[src/rtl/dmem_arb_pkg.sv]
// rtl/dmem_arb_pkg.sv - shared types, constants and round-robin helper for dmem_arbiter
package dmem_arb_pkg;

    typedef enum logic {
        IDLE   = 1'b0,
        LOCKED = 1'b1
    } arb_state_e;

    localparam int WORD_BYTES = 4;

    function automatic int rr_next(input int last, input int n);
        return (last + 1 >= n) ? 0 : last + 1;
    endfunction

endpackage

[src/rtl/rr_picker.sv]
// rtl/rr_picker.sv - combinational round-robin one-hot grant starting after last_grant
module rr_picker
    import dmem_arb_pkg::*;
#(
    parameter int NUM_REQ = 2,
    parameter int IDX_W   = 1
) (
    input  logic [NUM_REQ-1:0] valid_i,
    input  logic [IDX_W-1:0]   last_grant_i,
    output logic [NUM_REQ-1:0] grant_o
);

    always_comb begin
        logic [IDX_W-1:0] idx;
        logic             found;
        grant_o = '0;
        found   = 1'b0;
        idx     = IDX_W'(rr_next(int'(last_grant_i), NUM_REQ));
        for (int k = 0; k < NUM_REQ; k++) begin
            if (!found && valid_i[idx]) begin
                grant_o[idx] = 1'b1;
                found        = 1'b1;
            end
            idx = IDX_W'(rr_next(int'(idx), NUM_REQ));
        end
    end

endmodule

[src/rtl/dmem_arbiter.sv]
// rtl/dmem_arbiter.sv - round-robin single-port data memory arbiter with lock and lock timeout
module dmem_arbiter
    import dmem_arb_pkg::*;
#(
    parameter int NUM_REQ      = 2,
    parameter int ADDR_W       = 32,
    parameter int DEPTH_WORDS  = 64,
    parameter int LOCK_TIMEOUT = 16
) (
    input  logic                           clk_i,
    input  logic                           reset_i,
    input  logic [NUM_REQ-1:0]             req_valid_i,
    output logic [NUM_REQ-1:0]             req_ready_o,
    input  logic [NUM_REQ-1:0]             req_we_i,
    input  logic [NUM_REQ-1:0]             req_lock_i,
    input  logic [NUM_REQ*ADDR_W-1:0]      req_addr_i,
    input  logic [NUM_REQ*32-1:0]          req_wdata_i,
    input  logic [NUM_REQ*4-1:0]           req_be_i,
    output logic [NUM_REQ-1:0]             rsp_valid_o,
    output logic [31:0]                    rsp_rdata_o,
    output logic                           rsp_err_o,
    output logic                           lock_abort_o,
    output logic                           mem_we_o,
    output logic [3:0]                     mem_be_o,
    output logic [$clog2(DEPTH_WORDS)-1:0] mem_addr_o,
    output logic [31:0]                    mem_wdata_o,
    input  logic [31:0]                    mem_rdata_i
);

    localparam int IDX_W  = (NUM_REQ > 1) ? $clog2(NUM_REQ) : 1;
    localparam int MEM_AW = $clog2(DEPTH_WORDS);
    localparam int OFS    = $clog2(WORD_BYTES);
    localparam int CNT_W  = $clog2(LOCK_TIMEOUT + 1);

    arb_state_e         r_state, w_state_nx;
    logic [IDX_W-1:0]   r_last_grant, r_owner, w_owner_nx, w_gidx;
    logic [CNT_W-1:0]   r_lock_cnt, w_cnt_nx;
    logic               r_lock_abort, w_abort_nx;
    logic [NUM_REQ-1:0] r_rsp_valid;
    logic               r_rsp_err, r_rsp_read;

    logic [NUM_REQ-1:0] w_eligible, w_grant;
    logic               w_accept, w_in_range, w_sel_we, w_sel_lock;
    logic [ADDR_W-1:0]  w_sel_addr;
    logic [31:0]        w_sel_wdata;
    logic [3:0]         w_sel_be;

    // While locked only the owner may compete; nothing is granted during reset.
    always_comb begin
        w_eligible = req_valid_i;
        if (r_state == LOCKED) begin
            w_eligible = req_valid_i & (NUM_REQ'(1) << r_owner);
        end
        if (reset_i) begin
            w_eligible = '0;
        end
    end

    rr_picker #(
        .NUM_REQ (NUM_REQ),
        .IDX_W   (IDX_W)
    ) u_rr_picker (
        .valid_i      (w_eligible),
        .last_grant_i (r_last_grant),
        .grant_o      (w_grant)
    );

    always_comb begin
        w_gidx      = '0;
        w_sel_we    = 1'b0;
        w_sel_lock  = 1'b0;
        w_sel_addr  = '0;
        w_sel_wdata = '0;
        w_sel_be    = '0;
        for (int i = 0; i < NUM_REQ; i++) begin
            if (w_grant[i]) begin
                w_gidx      = IDX_W'(i);
                w_sel_we    = req_we_i[i];
                w_sel_lock  = req_lock_i[i];
                w_sel_addr  = req_addr_i[i*ADDR_W +: ADDR_W];
                w_sel_wdata = req_wdata_i[i*32 +: 32];
                w_sel_be    = req_be_i[i*4 +: 4];
            end
        end
    end

    assign w_accept   = |w_grant;
    assign w_in_range = (w_sel_addr >> OFS) < ADDR_W'(DEPTH_WORDS);

    assign req_ready_o = w_grant;
    assign mem_we_o    = w_accept & w_sel_we & w_in_range;
    assign mem_be_o    = w_accept ? w_sel_be : 4'b0000;
    assign mem_addr_o  = w_accept ? w_sel_addr[OFS +: MEM_AW] : '0;
    assign mem_wdata_o = w_accept ? w_sel_wdata : 32'd0;

    // An owner acceptance wins over a timeout landing in the same cycle.
    always_comb begin
        w_state_nx = r_state;
        w_owner_nx = r_owner;
        w_cnt_nx   = r_lock_cnt;
        w_abort_nx = 1'b0;
        case (r_state)
            IDLE: begin
                if (w_accept && w_sel_lock) begin
                    w_state_nx = LOCKED;
                    w_owner_nx = w_gidx;
                    w_cnt_nx   = '0;
                end
            end
            LOCKED: begin
                if (w_accept) begin
                    w_cnt_nx = '0;
                    if (!w_sel_lock) begin
                        w_state_nx = IDLE;
                    end
                end else if (r_lock_cnt == CNT_W'(LOCK_TIMEOUT - 1)) begin
                    w_state_nx = IDLE;
                    w_cnt_nx   = '0;
                    w_abort_nx = 1'b1;
                end else begin
                    w_cnt_nx = r_lock_cnt + CNT_W'(1);
                end
            end
            default: w_state_nx = IDLE;
        endcase
    end

    always_ff @(posedge clk_i) begin
        if (reset_i) begin
            r_state      <= IDLE;
            r_owner      <= '0;
            r_last_grant <= IDX_W'(NUM_REQ - 1);
            r_lock_cnt   <= '0;
            r_lock_abort <= 1'b0;
            r_rsp_valid  <= '0;
            r_rsp_err    <= 1'b0;
            r_rsp_read   <= 1'b0;
        end else begin
            r_state      <= w_state_nx;
            r_owner      <= w_owner_nx;
            r_lock_cnt   <= w_cnt_nx;
            r_lock_abort <= w_abort_nx;
            if (w_accept) begin
                r_last_grant <= w_gidx;
            end
            r_rsp_valid <= (w_accept && (!w_sel_we || !w_in_range)) ? w_grant : '0;
            r_rsp_err   <= w_accept & !w_in_range;
            r_rsp_read  <= w_accept & !w_sel_we & w_in_range;
        end
    end

    assign rsp_valid_o  = r_rsp_valid;
    assign rsp_err_o    = r_rsp_err;
    assign rsp_rdata_o  = (r_rsp_read && !reset_i) ? mem_rdata_i : 32'd0;
    assign lock_abort_o = r_lock_abort;

endmodule

[config.mk]
export PLATFORM = sky130hd
export DESIGN_NAME = dmem_arbiter
export DESIGN_NICKNAME = d
export VERILOG_FILES = /design/src/rtl/dmem_arb_pkg.sv /design/src/rtl/rr_picker.sv /design/src/rtl/dmem_arbiter.sv
export SDC_FILE = /design/constraint.sdc
export NUM_CORES = 1
export LEC_CHECK = 0
export ABC_AREA = 1
export CORE_AREA = 2 2 98 100
export DETAILED_ROUTE_END_ITERATION = 12
export DIE_AREA = 0 0 100 102
export SLEW_MARGIN = 40
export SYNTH_ARGS = -nofsm -noshare
export SYNTH_HDL_FRONTEND = slang
export SYNTH_HIERARCHICAL = 1
export SYNTH_SLANG_ARGS = --single-unit
[constraint.sdc]
create_clock -name clk_i -period 3.1 [get_ports clk_i]
set_input_delay 0.465 -clock clk_i [delete_from_list [all_inputs] [get_ports clk_i]]
set_output_delay 0.465 -clock clk_i [all_outputs]
set_load 0.01 [all_outputs]
After elaboration in Yosys (flattened, before gate mapping) --
Cells that the tools add are included.
Storage, ports and cells: flip-flop bits (word level) 13, input port bits 176, output and inout bits 81, logic and storage cells 85
Cells by class: bitwise gates (word level) 9, reductions and logical operators 15, multiplexer cells 40, eq/ne operators 2, add/subtract/negate cells 3, shifts and indexed selects 1, order comparisons 7
Operator list (number):
- $mux W32 | 6
- $lt A30 B7 Y1 const B | 1
- $mux W1 | 19
- $mux W5 | 3
- $mux W4 | 3
- $pmux W5 S2 | 1
- $mux W2 | 4
- $logic_and A1 B1 Y1 | 6
- $mux W6 | 1
- $add A5 B1 Y5 const B | 1
- $and A1 B1 Y1 | 5
- $eq A5 B4 Y1 const B | 1
- $add A1 B1 Y2 const B | 2
- $ge A2 B2 Y1 const B | 2
- $logic_not A1 Y1 | 4
- $lt A1 B2 Y1 const B | 2
- $reduce_or A2 Y1 | 2
- $reduce_or A4 Y1 | 1
- $and A2 B2 Y2 | 1
- $demux W1 S1 | 2
- $ge A1 B1 Y1 const B | 2
- $ne A2 B2 Y1 const B | 1
- $not A1 Y1 | 2
- $or A2 B2 Y2 | 1
- 4 further kinds | 4

Logic depth before layout (Yosys ltp) --
depth after elaboration 20, gate-level depth with buffers 13, mapped depth without buffers 13

By module --
Netlist, hierarchy kept.
Modules (own cells, without submodules):
- dmem_arbiter | seq. area each 260.2 sq um, times used 1, cells each 237, area each 1433.9 sq um
- rr_picker | seq. area each 0.0 sq um, times used 1, cells each 5, area each 20.0 sq um

Worst setup path after synthesis --
Ideal clock, no wire load.
path type in2out, start point input port reset_i, end point output port mem_we_o, cell stages on the path 12, data arrival time 1.958 ns, path slack 0.677 ns, data required time 2.635 ns, path buffers 1, path through clkinv_1 -> nand2_1 -> a21oi_1 -> a21oi_1 -> buf_6 -> inv_4 -> nor2_2 -> nand2_1 -> nor2_1 -> nand3_1 -> and3_1 -> nor2_1
On the way: elaborated cells on any way between the ends 19, those cells by class order compare (1); mux (12); bitwise (3); reduce/logical (3)
RTL lines:
- start, declared | RTL line dmem_arbiter.sv:11 | input logic reset_i,
- $mux W2 * | RTL line dmem_arbiter.sv:54 | if (reset_i) begin
- net w_eligible[0] | RTL line dmem_arbiter.sv:42 | logic [NUM_REQ-1:0] w_eligible, w_grant;
- $mux W1 (not written as such) (2 in a row) | RTL line rr_picker.sv:20 | if (!found && valid_i[idx]) begin
- $mux W1 | RTL line rr_picker.sv:20
- $logic_not A1 Y1 | RTL line rr_picker.sv:20
- $logic_and A1 B1 Y1 | RTL line rr_picker.sv:20
- $mux W2 * | RTL line rr_picker.sv:20
- net req_ready_o[1] | RTL line dmem_arbiter.sv:13 | output logic [NUM_REQ-1:0] req_ready_o,
- $mux W32 (tied with other cells) | RTL line dmem_arbiter.sv:76 | if (w_grant[i]) begin
- $lt A30 B7 Y1 / $and A1 B1 Y1 (equally long branches) | RTL line dmem_arbiter.sv:88, dmem_arbiter.sv:91
- $and A1 B1 Y1 * | RTL line dmem_arbiter.sv:91 | assign mem_we_o = w_accept & w_sel_we & w_in_range;
- end, declared | RTL line dmem_arbiter.sv:23 | output logic mem_we_o,
Mark *: on every way through the listed nets, which the timed path passes. The rest lies on a longest branch. The select of a mux whose other input is x is not followed.

Final worst setup path --
start point input port reset_i, end point output port mem_addr_o[0]
On the way: word-level cells in the longest chain between the ends 10, elaborated cells on any way between the ends 15, those cells by class mux (11); bitwise (1); reduce/logical (3)
RTL lines:
- $mux W2 * | RTL line dmem_arbiter.sv:54
- net w_eligible[0] | RTL line dmem_arbiter.sv:42
- $mux W1 (not written as such) (2 in a row) | RTL line rr_picker.sv:20
- $mux W1 | RTL line rr_picker.sv:20
- $logic_not A1 Y1 | RTL line rr_picker.sv:20
- $logic_and A1 B1 Y1 | RTL line rr_picker.sv:20
- $mux W2 * | RTL line rr_picker.sv:20
- $mux W32 (2 in a row) | RTL line dmem_arbiter.sv:76
- $mux W6 * | RTL line dmem_arbiter.sv:93 | assign mem_addr_o = w_accept ? w_sel_addr[OFS +: MEM_AW] : '0;
- end, declared | RTL line dmem_arbiter.sv:25 | output logic [$clog2(DEPTH_WORDS)-1:0] mem_addr_o,
Marked as above.

==> results.md <==
- Status: finished clean
- Share of layout cells above drive strength 1: 0.0538
- Adder-cell area share of the yosys netlist: 0.00861
- Worst-path clk slew: about 0.05 ns
- CP required: 2.63 ns
- Arr. time, crit path: 2.52 ns
- CTS buffer count: 3
- Vias in the first global route: 2522
- CTS tree: built
- DRT Pass-1 Iters: 4
- Routed vias: 2587
- # fillers: 899
- Post-synthesis mux area share: 0
- Die X: about 100 µm
- Average wire per standard cell: 13.0 µm
- Total of max-cap violations: 0
- Period utilization: 0.964
- Startpoint Class: input pin
- FMAX: 0.335 GHz
- Site Rows: 35
- Largest family of logic cells by synthesized area: compound AO/OA/AOI/OAI gates
- Setup_tns: 0 ns
- Number of antenna diodes: 0
- Xor/xnor cell area share of the yosys netlist: 0.00602
- Net count after synthesis: 419
- Final ANT Viol Nets: 0
- Simple-gate area share of the yosys netlist: 0.304
- CP max stage delay: 0.48 ns
- Compound-Gate Fraction of Synth Area: 0.327
- Avg Vias per Cell: 4.22
- Final Hold Viols: 0
- Most common cell after layout, fill and taps aside: clkdlybuf4s50_1
- Synth warnings: 6
- Asr flop ratio synth: 0
- Total power: 909 µW
- First-pass GRT wire length: 11400 µm
- Hold/Removal Path Class: reg -> reg
- Initial antenna violation count: 0
- Seq/Total Area, Yosys: 0.179
- # setup viols final: 0
- TritonCTS Sinks: 13
- Mean Syn Cell Area: 6.01 µm²
- Core Footprint: 9110 µm²
- Max Clock Skew: between 0.005 and 0.006 ns
- Cells along the critical path: clkdlybuf4s50_1, clkinv_1, nand2_1, a21oi_1, buf_4, a21oi_4, buf_4, nor2_4, buf_12, a22o_1, clkdlybuf4s50_1
- Slew margin rel.: 0.808
- Die footprint: 10200 µm²
- # DRC: 0
- Mapped Cells: 242
- Clk Latency, worst-skew pair: 0.24 ns
- Post-synth EDFFs: 0
- Prevailing post-synth register cell: dfxtp_1
- Post-DP HPWL: 7000 µm
- Initial Util: 0.160
- Final-stage net count: 680
- Overall Global Routing Usage: 0.139
- Cell Area, Synth: 1450 µm²
- 1st-iter DRT viols: 47
- Post-synthesis register bit count: 13
- CTS max path bufs: 2
- Library cells used by synthesis: 28
- Num ports: 257
- CP max FO: 19
- Critical setup path kind: in -> out
- Slew @ Worst Pin: 0.288 ns
- CP max stage cell: clkdlybuf4s50_1
- PD cells: 209 nW/µm²
- CTS hold repair buffers: 0
- Clock root cell: clkbuf_8
- Slew Viols, Final: 0
- Critical Path End Type: output pin
- Grt total ovfl: 0
- Crit path time final: about 3.0 ns
- Largest net degree at the start of global routing: 45
- Worst vdd ir: roughly 0.00011 V
- Pleak: 0.00228 µW
- Commonest cells after routing, fill and taps aside: clkdlybuf4s50_1 (218), nor2_1 (64), inv_1 (46)
- Final WL: 7960 µm
- Number of port buffers: approximately 250
- Area growth syn-to-layout: 199%
- RePlAce Congestion: approximately 0.75
- Htree depth: 1
- Chip Height: 102 µm
-- per-layer routing --
metal	wire, µm	GRT usage	up-vias
li1	-	-	1305
met1	2570	0.130	1109
met2	4250	0.280	165
met3	1050	0.0554	8
met4	96	0.0327	0
met5	0	0	-
-- power by group --
group	leakage [µW]	switching, µW	total (µW)	internal, µW
Clock	0.0000228	56.5	147	90.5
Sequential	0.000106	5.32	182	176
Combinational	0.00216	199	581	382
Total	0.00228	260	909	649
-- final timing paths --
path,startpoint,endpoint,slack [ns],cells after the start
max,reset_i,mem_addr_o[0],0.11,11
min,r_lock_cnt[4],r_lock_cnt[4],0.45,2
max reg2reg,r_state,r_lock_cnt[3],1.06,13
min reg2reg,r_lock_cnt[4],r_lock_cnt[4],0.45,2
-- critical path: cells and delay by family --
family,cells,cell delay (ns)
buffers and inverters,6,1.49
AO/OA/AOI/OAI,3,0.43
AND/OR/NAND/NOR,2,0.12
-- cells in the mapped netlist, types with 2 or more instances --
library cell | number | share of area
nor2_1 | 64 | 0.17
inv_1 | 46 | 0.12
a22o_1 | 43 | 0.26
nand2_1 | 25 | 0.065
dfxtp_1 | 13 | 0.18
a21oi_1 | 9 | 0.031
nand3_1 | 6 | 0.021
o21ai_0 | 5 | 0.017
buf_2 | 4 | 0.014
clkbuf_1 | 4 | 0.010
buf_4 | 3 | 0.015
and2_1 | 2 | 0.0086
nand4_1 | 2 | 0.0086
nor2_2 | 2 | 0.0086
-- state kept, by name, summed over array words and instances, names as in the netlist --
name	count
lock_abort_o	1
r_last_grant	1
r_lock_cnt	5
r_owner	1
r_rsp_read	1
r_state	1
rsp_err_o	1
rsp_valid_o	2
-- stage by stage --
stage                     hold WS, ns  setup WS [ns]  utilization  cells  cell area [µm²]
after floorplan                 0.412          0.677            -    242             1450
after global placement          0.428         -0.103        0.461    608             4200
after detailed placement        0.438        -0.0908        0.461    608             4200
after CTS                       0.448        0.00537        0.467    612             4250
after global routing            0.487      -0.000363        0.477    613             4350
final                           0.446          0.111        0.477    613             4350
-- repair_timing --
action,4_1_cts,5_1_grt
hold endpoints to repair,0,0
pin swaps,0,0
setup buffers,0,1
endpoints found under the setup margin,43,40
resized for setup,3,34
-- area by class of cell --
class | count | area (µm²) | area share
sequential | 13 | 260 | 0.0599
timing repair buffer | 268 | 2760 | 0.635
inverter | 49 | 186 | 0.0429
multi-input combinational | 168 | 955 | 0.220
clock buffer | 4 | 45.0 | 0.0104
tap | 111 | 139 | 0.0320
-- kinds of logic (layout without fill, tap and decap cells) --
group                      after synthesis  count (layout)
AOI/OAI and AO/OA                       60              60
xor gates and xnor gates                 1               1
DFF                                     13              13
and+or+nand+nor                        106             106
adders and majority gates                1               1
buffers and inverters                   61             321
Note: power is estimated with default switching activity, not from simulation.
